File: src/rtl/ps2_key_rx_if.sv
// Keyboard event bundle produced by ps2_key_rx: the key event word plus the raw byte
// stream and its framing-error strobe.
interface ps2_key_rx_if;
  logic [10:0] ps2_key;
  logic        byte_valid;
  logic [7:0]  byte_data;
  logic        frame_err;

  modport master (output ps2_key, output byte_valid, output byte_data, output frame_err);
  modport slave  (input  ps2_key, input  byte_valid, input  byte_data, input  frame_err);
endinterface

File: src/rtl/ps2_key_rx.sv
// PS/2 keyboard receiver: conditions the raw clock/data pair, frames 11-bit words and
// decodes prefix bytes (E0/F0/E1) into the toggle/pressed/extended/scancode event word.
module ps2_key_rx #(
  parameter int FILTER_LEN = 8,
  parameter int TIMEOUT    = 49152
) (
  input  logic          clk_49m,
  input  logic          reset,
  input  logic          ps2_clk,
  input  logic          ps2_data,
  ps2_key_rx_if.master  key_if
);

  localparam int FW = $clog2(FILTER_LEN + 1);
  localparam int TW = $clog2(TIMEOUT + 1);

  typedef enum logic [1:0] {IDLE, DATA, PARITY, STOP} state_t;

  // Bit 0 carries the PS/2 clock, bit 1 the PS/2 data line.
  logic [1:0]    raw_s1, raw_s2, filt;
  logic [FW-1:0] fcnt [2];
  logic          clk_f_d;
  logic          fall;
  logic          sample;

  state_t        state;
  logic [2:0]    bit_cnt;
  logic [7:0]    shreg;
  logic          par_bit;
  logic [TW-1:0] to_cnt;
  logic          byte_valid;
  logic [7:0]    byte_data;
  logic          frame_err;

  logic [10:0]   ps2_key;
  logic          ext, rel;
  logic [2:0]    skip;

  // Synchronizer stage: idle-high lines reset high so no phantom edge follows reset.
  always_ff @(posedge clk_49m or negedge reset) begin
    if (!reset) begin
      raw_s1 <= 2'b11;
      raw_s2 <= 2'b11;
    end else begin
      raw_s1 <= {ps2_data, ps2_clk};
      raw_s2 <= raw_s1;
    end
  end

  // Counter filter stage: a level flips only after FILTER_LEN consecutive differing samples.
  always_ff @(posedge clk_49m or negedge reset) begin
    if (!reset) begin
      filt    <= 2'b11;
      clk_f_d <= 1'b1;
      for (int i = 0; i < 2; i++) fcnt[i] <= '0;
    end else begin
      clk_f_d <= filt[0];
      for (int i = 0; i < 2; i++) begin
        if (raw_s2[i] == filt[i]) begin
          fcnt[i] <= '0;
        end else if (fcnt[i] == FW'(FILTER_LEN - 1)) begin
          fcnt[i] <= '0;
          filt[i] <= raw_s2[i];
        end else begin
          fcnt[i] <= fcnt[i] + 1'b1;
        end
      end
    end
  end

  assign fall   = clk_f_d & ~filt[0];
  assign sample = filt[1];

  // Frame stage: one state step per filtered clock falling edge, watchdog otherwise.
  always_ff @(posedge clk_49m or negedge reset) begin
    if (!reset) begin
      state      <= IDLE;
      bit_cnt    <= '0;
      shreg      <= '0;
      par_bit    <= 1'b0;
      to_cnt     <= '0;
      byte_valid <= 1'b0;
      byte_data  <= '0;
      frame_err  <= 1'b0;
    end else begin
      byte_valid <= 1'b0;
      frame_err  <= 1'b0;
      if (fall) begin
        to_cnt <= '0;
        case (state)
          IDLE: begin
            if (!sample) begin
              state   <= DATA;
              bit_cnt <= '0;
            end
          end
          DATA: begin
            shreg   <= {sample, shreg[7:1]};
            bit_cnt <= bit_cnt + 3'd1;
            if (bit_cnt == 3'd7) state <= PARITY;
          end
          PARITY: begin
            par_bit <= sample;
            state   <= STOP;
          end
          STOP: begin
            // Odd parity over data plus parity bit, and a high stop bit.
            if (sample && ^{shreg, par_bit}) begin
              byte_valid <= 1'b1;
              byte_data  <= shreg;
            end else begin
              frame_err  <= 1'b1;
            end
            state <= IDLE;
          end
          default: state <= IDLE;
        endcase
      end else if (state != IDLE) begin
        if (to_cnt == TW'(TIMEOUT - 1)) begin
          frame_err <= 1'b1;
          state     <= IDLE;
          to_cnt    <= '0;
        end else begin
          to_cnt <= to_cnt + 1'b1;
        end
      end else begin
        to_cnt <= '0;
      end
    end
  end

  // Decode stage: prefix flags survive framing errors; E1 swallows the rest of the pause sequence.
  always_ff @(posedge clk_49m or negedge reset) begin
    if (!reset) begin
      ps2_key <= '0;
      ext     <= 1'b0;
      rel     <= 1'b0;
      skip    <= '0;
    end else if (byte_valid) begin
      if (skip != 3'd0) begin
        skip <= skip - 3'd1;
      end else if (byte_data == 8'hE1) begin
        skip <= 3'd7;
      end else if (byte_data == 8'hE0) begin
        ext <= 1'b1;
      end else if (byte_data == 8'hF0) begin
        rel <= 1'b1;
      end else begin
        ps2_key <= {~ps2_key[10], ~rel, ext, byte_data};
        ext     <= 1'b0;
        rel     <= 1'b0;
      end
    end
  end

  assign key_if.ps2_key    = ps2_key;
  assign key_if.byte_valid = byte_valid;
  assign key_if.byte_data  = byte_data;
  assign key_if.frame_err  = frame_err;

endmodule

File: src/flat_wrapper.sv
// flat-port wrapper written by rule: the top's interface ports become plain ports
module ps2_key_rx_flat 
#(
  parameter int FILTER_LEN = 8,
  parameter int TIMEOUT    = 49152
)
  (clk_49m, reset, ps2_clk, ps2_data, key_if_ps2_key, key_if_byte_valid, key_if_byte_data, key_if_frame_err);
  ps2_key_rx_if key_if_i ();
  input  logic clk_49m;
  input  logic reset;
  input  logic ps2_clk;
  input  logic ps2_data;
  output wire logic [$bits(key_if_i.ps2_key)-1:0] key_if_ps2_key;
  output wire logic [$bits(key_if_i.byte_valid)-1:0] key_if_byte_valid;
  output wire logic [$bits(key_if_i.byte_data)-1:0] key_if_byte_data;
  output wire logic [$bits(key_if_i.frame_err)-1:0] key_if_frame_err;
  assign key_if_ps2_key = key_if_i.ps2_key;
  assign key_if_byte_valid = key_if_i.byte_valid;
  assign key_if_byte_data = key_if_i.byte_data;
  assign key_if_frame_err = key_if_i.frame_err;
  ps2_key_rx #(.FILTER_LEN(FILTER_LEN), .TIMEOUT(TIMEOUT)) u_core (.clk_49m(clk_49m), .reset(reset), .ps2_clk(ps2_clk), .ps2_data(ps2_data), .key_if(key_if_i));
endmodule
File: config.mk
export PLATFORM = sky130hd
export DESIGN_NAME = ps2_key_rx_flat
export DESIGN_NICKNAME = d
export VERILOG_FILES = /design/src/rtl/ps2_key_rx_if.sv /design/src/rtl/ps2_key_rx.sv /design/src/flat_wrapper.sv
export SDC_FILE = /design/constraint.sdc
export NUM_CORES = 1
export LEC_CHECK = 0
export CORE_AREA = 3 3 97 99
export CTS_CLUSTER_SIZE = 25
export DETAILED_ROUTE_END_ITERATION = 16
export DIE_AREA = 0 0 100 102
export PLACE_DENSITY_LB_ADDON = 0.05
export SLEW_MARGIN = 20
export SYNTH_ARGS = -nofsm -noshare
export SYNTH_HDL_FRONTEND = slang
export SYNTH_SLANG_ARGS = --single-unit
File: constraint.sdc
create_clock -name clk_49m -period 3.6 [get_ports clk_49m]
set_input_delay 0.72 -clock clk_49m [delete_from_list [all_inputs] [get_ports clk_49m]]
set_output_delay 0.72 -clock clk_49m [all_outputs]
set_load 0.005 [all_outputs]
Word level (Yosys, flattened, before mapping) --
Cells that the tools add are included.
Storage, ports and cells: register bits 71, logic and storage cells 98, input port bits 4, output and inout port bits 21
Operators by class: equal/unequal tests 16, muxes and demuxes 28, reduce and logical (&&, ||, !) cells 20, bitwise gates (word level) 10, $add $sub $neg 5
Operators by type and width (number):
- 16-bit 2-to-1 mux | 3
- 8-bit equality test, second input constant | 3
- 16-bit by 1-bit adder with 16-bit output, second input constant | 1
- 16-bit equality test, second input constant | 1
- 4-bit 2-to-1 mux | 4
- 4-bit AND reduction | 3
- 1-bit 2-to-1 mux | 11
- 2-bit 2-to-1 mux | 5
- 2-bit AND reduction | 5
- 2-bit nonzero test | 5
- 3-bit 2-to-1 mux | 3
- 1-bit inverter | 9
- 9-bit XOR reduction | 1
- 4-bit by 1-bit adder with 4-bit output, second input constant | 2
- 4-bit by 3-bit equality test with 1-bit output, second input constant | 2
- 2-bit one-hot mux with 4 select lines | 1
- 3-bit != test, second input constant | 2
- 3-bit one-hot mux with 2 select lines | 1
- 3-bit AND reduction | 2
- 5-bit AND reduction | 1
- 2-bit equality test, second input constant | 2
- 3-bit by 1-bit adder with 3-bit output, second input constant | 1
- 3-bit equality test, second input constant | 1
- 3-bit nonzero test | 1
- 8 further kinds | 9

Logic depth before layout (Yosys ltp) --
Gate-level depths: netlist of run 1.
depth in word-level cells 5, gate-level depth with buffers 7, gate-level depth less buffers 6

Worst setup path after synthesis of run 1 --
Ideal clock, no wire load.
path type reg2reg, start point register u_core.shreg[1], end point register u_core.byte_data[0], in the netlist u_core.key_if.byte_data[0], slack 1.792 ns, buffers on the path 0, stages on the path, launching flop included 5, library setup time 0.125 ns, period minus slack after synthesis 1.808 ns, data required time 3.475 ns, arrival 1.684 ns, cell sequence dfrtp_1 xor2_1 xnor3_2 mux2i_4 mux2_2
Between the ends: cells in the longest elaborated chain, start to end 3
Ends and longest elaborated chain:
- from (decl) | line ps2_key_rx.sv:28 | logic [7:0] shreg;
- from (signal assigned) | line ps2_key_rx.sv:98 | shreg <= {sample, shreg[7:1]};
- 9-bit XOR reduction | line ps2_key_rx.sv:108 | if (sample && ^{shreg, par_bit}) begin
- 1-bit logical AND | line ps2_key_rx.sv:108
- 3-bit AND reduction (no line)
- to (signal assigned) | line ps2_key_rx.sv:110 | byte_data <= shreg;
- to (decl) | line ps2_key_rx.sv:32 | logic [7:0] byte_data;
No other way between the ends. A chain may end at the register's enable or synchronous reset.

Final worst setup path of run 1 --
start point register u_core.byte_data[0], in the netlist u_core.key_if.byte_data[0], end point output key_if_byte_data[0]
RTL lines:
- to (decl) | line flat_wrapper.sv:15 | output wire logic [$bits(key_if_i.byte_data)-1:0] key_if_byte_data;
No word-level cell between the ends.

==> results of run 1 <==
worst reg2reg max path, cell delays in order (launching register included):
cell and delay (ns):
dfrtp_1 0.41, xor2_1 0.17, xnor3_2 0.46, mux2i_4 0.43, mux2_2 0.38
worst paths after layout:
kind,startpoint,endpoint,slack [ns],cells past startpoint
max,u_core.key_if.byte_data[0],key_if_byte_data[0],1.51,1
min,u_core.raw_s1[0],u_core.raw_s2[0],0.36,0
min reg2reg,u_core.raw_s1[0],u_core.raw_s2[0],0.36,0
max reg2reg,u_core.shreg[1],u_core.key_if.byte_data[2],1.63,4
max in group asynchronous,reset,u_core.to_cnt[13],2.39,2
min in group asynchronous,reset,u_core.key_if.ps2_key[9],0.42,1
synthesized netlist by cell type, drive strengths merged, types with 2 or more instances:
master / instances
dfrtp: 64
mux2: 25
nor2: 20
nand2: 19
inv: 13
ha: 12
nand3: 12
xor2: 12
a21oi: 11
o21ai: 9
xnor2: 8
dfstp: 7
nor3: 7
nand4: 5
clkbuf: 4
mux2i: 4
nand2b: 4
nor2b: 4
and2: 3
and4: 3
buf: 3
a221o: 2
a22o: 2
and3: 2
nand4b: 2
o22ai: 2
o31ai: 2
or3: 2
cell type report:
class                   instances  area [um2]  area share (%)
clock buffers                  10       137.6           3.599
clock inverters                 6       92.59           2.421
inverters                      13       48.80           1.276
multi-input cells             183        1359           35.54
flip-flops and latches         71        1785           46.69
well taps                     108       135.1           3.534
repair buffers                 28       265.3           6.937
logic make-up after synthesis:
| logic type | count (synthesis) | synth area share (%) |
|---|---|---|
| muxes | 29 | 10.37 |
| xor gates and xnor gates | 22 | 6.913 |
| and+or+nand+nor | 87 | 13.90 |
| buffers and inverters | 20 | 2.408 |
| AOI/OAI and AO/OA | 33 | 6.330 |
| DFF | 71 | 55.42 |
| adders and majority gates | 12 | 4.660 |
cell usage in the layout, fill, tap and decap left out, types with 2 or more instances in the layout:
cell type | Yosys | final
a22o_1 | 2 | 2
a21oi_1 | 11 | 11
nand3_1 | 12 | 12
nand4_1 | 5 | 5
clkbuf_8 | 0 | 10
mux2_2 | 25 | 25
inv_1 | 13 | 13
xnor2_1 | 8 | 8
and4_1 | 3 | 3
o22ai_1 | 2 | 2
clkinvlp_4 | 0 | 2
ha_1 | 12 | 12
o21ai_0 | 9 | 9
nor3_1 | 7 | 7
and2_1 | 3 | 3
and3_1 | 2 | 2
or3_1 | 2 | 2
nor2b_1 | 4 | 4
o31ai_1 | 2 | 2
xor2_1 | 12 | 12
bufinv_16 | 0 | 2
dfstp_2 | 7 | 7
nand4b_1 | 2 | 2
nand2_1 | 19 | 19
nor2_1 | 20 | 20
dfrtp_1 | 64 | 64
nand2b_1 | 4 | 4
clkdlybuf4s50_1 | 0 | 23
mux2i_1 | 3 | 3
a221o_1 | 2 | 2
buf_4 | 0 | 4
through the flow:
stage | utilization (%) | setup WS, ns | hold WS [ns] | area, um2 | power [mW]
3_3_place_gp | 41.61 | 1.669 | 0.3455 | 3593 | 1.121
6_report | 44.28 | 1.509 | 0.3572 | 3824 | 1.831
3_5_place_dp | 41.61 | 1.618 | 0.3472 | 3593 | 1.125
5_1_grt | 44.28 | 1.455 | 0.3680 | 3824 | 1.943
2_1_floorplan | - | 1.792 | 0.3452 | 3222 | 1.051
4_1_cts | 44.28 | 1.494 | 0.3586 | 3824 | 1.858
flip-flops by register name, indices dropped and copies added, names as in the netlist:
name and flops:
u_core.raw_s2 2, u_core.key_if.byte_data 8, u_core.state 2, u_core.bit_cnt 3
u_core.shreg 8, u_core.clk_f_d 1, u_core.key_if.frame_err 1, u_core.raw_s1 2
u_core.fcnt 8, u_core.to_cnt 16, u_core.filt 2, u_core.ext 1
u_core.par_bit 1, u_core.skip 3, u_core.key_if.ps2_key 11, u_core.key_if.byte_valid 1
u_core.rel 1
power by group:
group | leakage, nW | internal [mW] | switching, mW
Combinational | 0.635 | 0.0751 | 0.116
Clock | 0.109 | 0.413 | 0.312
Sequential | 0.962 | 0.863 | 0.0514
Total | 1.71 | 1.35 | 0.480
layer usage:
metal | vias up | global-route usage, % | part of all wire, % | wire length [um]
li1 | 1020 | - | - | -
met1 | 1034 | 17.03 | 47 | 2796
met2 | 36 | 20.37 | 47 | 2782
met3 | 10 | 2.730 | 3.8 | 227
met4 | 0 | 5.699 | 1.5 | 90
met5 | - | 0 | 0 | 0
==> results.tsv, run 1 <==
metric	value	unit
outcome	finished clean	
DRC	0	
crit path DAT	1.37	ns
synth top area cells	dfrtp_1 (50%), mux2_2 (8.7%), dfstp_2 (5.7%)	
DRT Pass-1 Iters	4	
library cells used by synthesis	41	
Initial Utilization	37.31	%
worst path cell trace	clkdlybuf4s50_1	
Clock Skew	0.01260	ns
Mapped Nets	290	
pwr dens	478.8	nW/um2
initial antenna violation count	0	
max-cap violations	0	
final wirelength	5.897	mm
fmax	478.2	MHz
critical path's largest stage delay	0.55	ns
final setup fails	0	
Post-CTS Setup Bufs	0	
GRT Util Overall	12.84	%
Seq cells post-synth	71	
Die Y	102	um
Synth Flop Type	dfrtp_1	
required time of the critical path	2.88	ns
first-pass GRT wire length	10.39	mm
Least-Margin Pin Slew	0.7213	ns
Die W	100	um
WS Path Type	reg2out	
unrepaired setup endpoints after global routing	no	
Netlist Area Pre-Place	3222	um2
IO buf count	24	
Max Slew Vio Count	0	
Vias/cell	5.012	
CTS Root Buffer Type	clkbuf_8	
Syn Area/Cell	11.76	um2
Synth Warn #	0	
setup_tns	0	ns
VDD IR-drop max	0.0002563	V
layout filler cell count	807	
CTS Hold Buffers Added	0	
Detailed Route Iter0 Violations	46	
FFs w/ async S/R, synth	100.0	%
min Tclk post-route	2.091	ns
Setup crit end kind	output pin	
Routed Antenna Nets	0	
largest net degree at the start of global routing	32	
IO Pins	25	
peak fanout along the critical path	7	
Rel. slew slack	51.91	%
Post-synth EDFFs	0	
Synth area leader	dfrtp_1	
TritonCTS clock tree	done	
vias in the first global route	2142	
Num Clock Sinks	71	
Longest Clk Path Bufs	2	
post-cts sizing count	0	
Crit path max-delay family	buffers and inverters	
hpwl dp	4.105	mm
Layout area overhead	18.68	%
sequential area share after synthesis	55.42	%
Avg WL per Cell	14.07	um
GRT overflow	0	
crit path buf inv count	1	
critical path startpoint category	flip-flop	
RePlAce Congestion	0.7412	
Leakage	1.707	nW
number of diodes	0	
post-synth top area share	49.71	%
slowest CP cell	clkdlybuf4s50_1	
Clock Latency Late Sink	0.34	ns
Final Hold Vio Count	0	
core area	8636	um2
HP Class	reg2reg	
final net count	322	
CTS buffer count	9	
Cell Rows	34	
placed cell count	403	
Max H-tree Level	3	
Synth Instances	274	
DIE AREA	10200	um2
Final Instance Count excl. Fillers	419	
via count	2100	
Tcrit/Tclk final	58.08	%
Worst-path clk slew	0.07	ns
fraction of layout cells with a size suffix above 1	18.01	%
No activity file was read; power rests on OpenSTA's default activity.
==> run 2, diff against run 1 <==
clock period = 1.74 ns   (was 3.6 ns; I/O delays follow)
==> results.tsv, run 2 (synthesis gave the netlist of run 1 again) <==
metric	value	unit	change
worst r2r src	u_core.shreg[4]		
Die W	100	um	unchanged
CTS Root Buffer Type	clkbuf_8		
setup ws final	-0.1129	ns	-1.622 ns
Die Y	102	um	unchanged
FF-to-FF setup slack	-0.11	ns	-1.74 ns
hold path cells	0		unchanged
IO buf count	24		unchanged
Detailed Route Iter0 Violations	44		-4.3%
Longest Clk Path Bufs	2		unchanged
DRT Pass-1 Iters	4		unchanged
core area	8636	um2	unchanged
Routed Antenna Nets	0		unchanged
Initial Utilization	37.31	%	unchanged
Tcrit/Tclk final	106.5	%	
max reg flops	16		unchanged
Max Slew Vio Count	0		unchanged
top flop regs	u_core.to_cnt (16), u_core.key_if.ps2_key (11)		
unrepaired setup endpoints after global routing	yes		
final net count	352		+9.3%
Num Clock Sinks	71		unchanged
Post-Place Setup Slack	-0.07211	ns	-1.690 ns
max-cap violations	0		unchanged
WS Path Type	reg2reg		
Cell Rows	34		unchanged
initial antenna violation count	0		unchanged
Avg WL per Cell	13.08	um	-7.0%
Clock Latency Late Sink	0.35	ns	about the same
peak fanout along the critical path	9		+2
HP Class	reg2reg		
R2R depth	5		+1
Leakage	1.886	nW	+11%
fmax	539.7	MHz	
largest register by flop count	u_core.to_cnt		
number of diodes	0		unchanged
crit path DAT	2.08	ns	+0.71 ns
min Tclk post-route	1.853	ns	
Hold WS	0.3577	ns	+0.0005210 ns
Worst-path clk slew	0.08	ns	about the same
required time of the critical path	1.97	ns	-0.91 ns
DIE AREA	10200	um2	unchanged
Min-Delay Startpoint	u_core.raw_s1[0]		
Layout area overhead	29.09	%	
VDD IR-drop max	0.0004619	V	+80%
via count	2174		+3.5%
leading cell types in the layout, fill and taps excluded	dfrtp_1 (62), buf_4 (27), mux2_2 (24)		
Final Hold Vio Count	0		unchanged
Setup crit end kind	flip-flop		
hpwl dp	4.078	mm	-0.64%
final wirelength	5.875	mm	-0.37%
CTS buffer count	9		unchanged
Least-Margin Pin Slew	0.4617	ns	-0.2596 ns
Max H-tree Level	3		unchanged
largest net degree at the start of global routing	31		-3.1%
TritonCTS clock tree	done		
outcome	finished with violations		
FF-to-FF End	u_core.key_if.byte_data[1]		
pwr dens	856.8	nW/um2	+79%
Rel. slew slack	69.22	%	+17 points
failing checks	setup timing		
IO Pins	25		unchanged
GRT Util Overall	12.39	%	-0.45 points
Vias/cell	4.842		-3.4%
commonest non-fill, non-tap cell in the layout	dfrtp_1		
Clock Skew	0.01471	ns	+0.002113 ns
DRC	0		unchanged
Hold Crit Endpoint	u_core.raw_s2[0]		
RePlAce Congestion	0.7316		-1.3%
first-pass GRT wire length	10.03	mm	-3.5%
critical path startpoint category	flip-flop		
vias in the first global route	2118		-1.1%
GRT overflow	0		unchanged
final setup fails	8		+8
fraction of layout cells with a size suffix above 1	28.45	%	+10 points
run 2: worst max path at each step:
stage	cells after the start	endpoint	start	slack (ns)
2_1_floorplan	4	u_core.key_if.byte_data[0]	u_core.shreg[3]	-0.05
3_3_place_gp	5	u_core.key_if.byte_data[6]	u_core.shreg[3]	-0.05
3_5_place_dp	5	u_core.key_if.byte_data[6]	u_core.shreg[3]	-0.07
4_1_cts	5	u_core.key_if.byte_data[1]	u_core.shreg[3]	-0.1
5_1_grt	5	u_core.key_if.byte_data[0]	u_core.shreg[4]	-0.16
6_report	5	u_core.key_if.byte_data[1]	u_core.shreg[4]	-0.11
run 2: critical path: stages, from the launching register on:
cell	delay, ns
dfrtp_1	0.39
xor2_1	0.19
xnor3_2	0.49
mux2i_4	0.20
buf_12	0.15
mux2_2	0.32
run 2: what timing repair did:
action	4_1_cts	5_1_grt
pin swaps	0	7
cloned	0	1
resized for setup	3	14
hold endpoints to repair	16	0
hold buffers	1	0
endpoints found under the setup margin	19	28
buffers inserted	1	3
run 2: metrics by stage:
| step | util, % | instance area [um2] | setup TNS, ns | total power [mW] | cells |
|---|---|---|---|---|---|
| floorplan | - | 3227 | -0.4224 | 2.175 | 274 |
| global placement | 44.45 | 3839 | -0.7529 | 2.349 | 427 |
| detailed placement | 44.45 | 3839 | -0.9179 | 2.353 | 427 |
| CTS | 46.93 | 4053 | -0.7170 | 3.633 | 445 |
| global route | 48.16 | 4159 | -1.330 | 3.781 | 449 |
| finish | 48.16 | 4159 | -0.8221 | 3.563 | 449 |
run 2: power breakdown:
part           total (mW)  internal (mW)  switching [mW]
logic               0.445          0.188           0.257
clock network        1.24          0.545           0.699
registers            1.87           1.78          0.0895
run 2: area by class of cell:
class,instances,area (um2)
Multi-Input combinational cell,183,1429
Inverter,13,48.80
Clock buffer,9,123.9
Fill cell,806,4477
Sequential cell,71,1788
Clock inverter,7,61.31
Timing Repair Buffer,58,573.1
Tap cell,108,135.1
run 2: layer usage:
metal | up-vias | share of wire [%] | track usage, %
met5 | - | 0 | 0
met3 | 10 | 3.5 | 3.072
li1 | 1081 | - | -
met4 | 0 | 1.9 | 5.596
met1 | 1047 | 49 | 16.18
met2 | 36 | 46 | 19.60
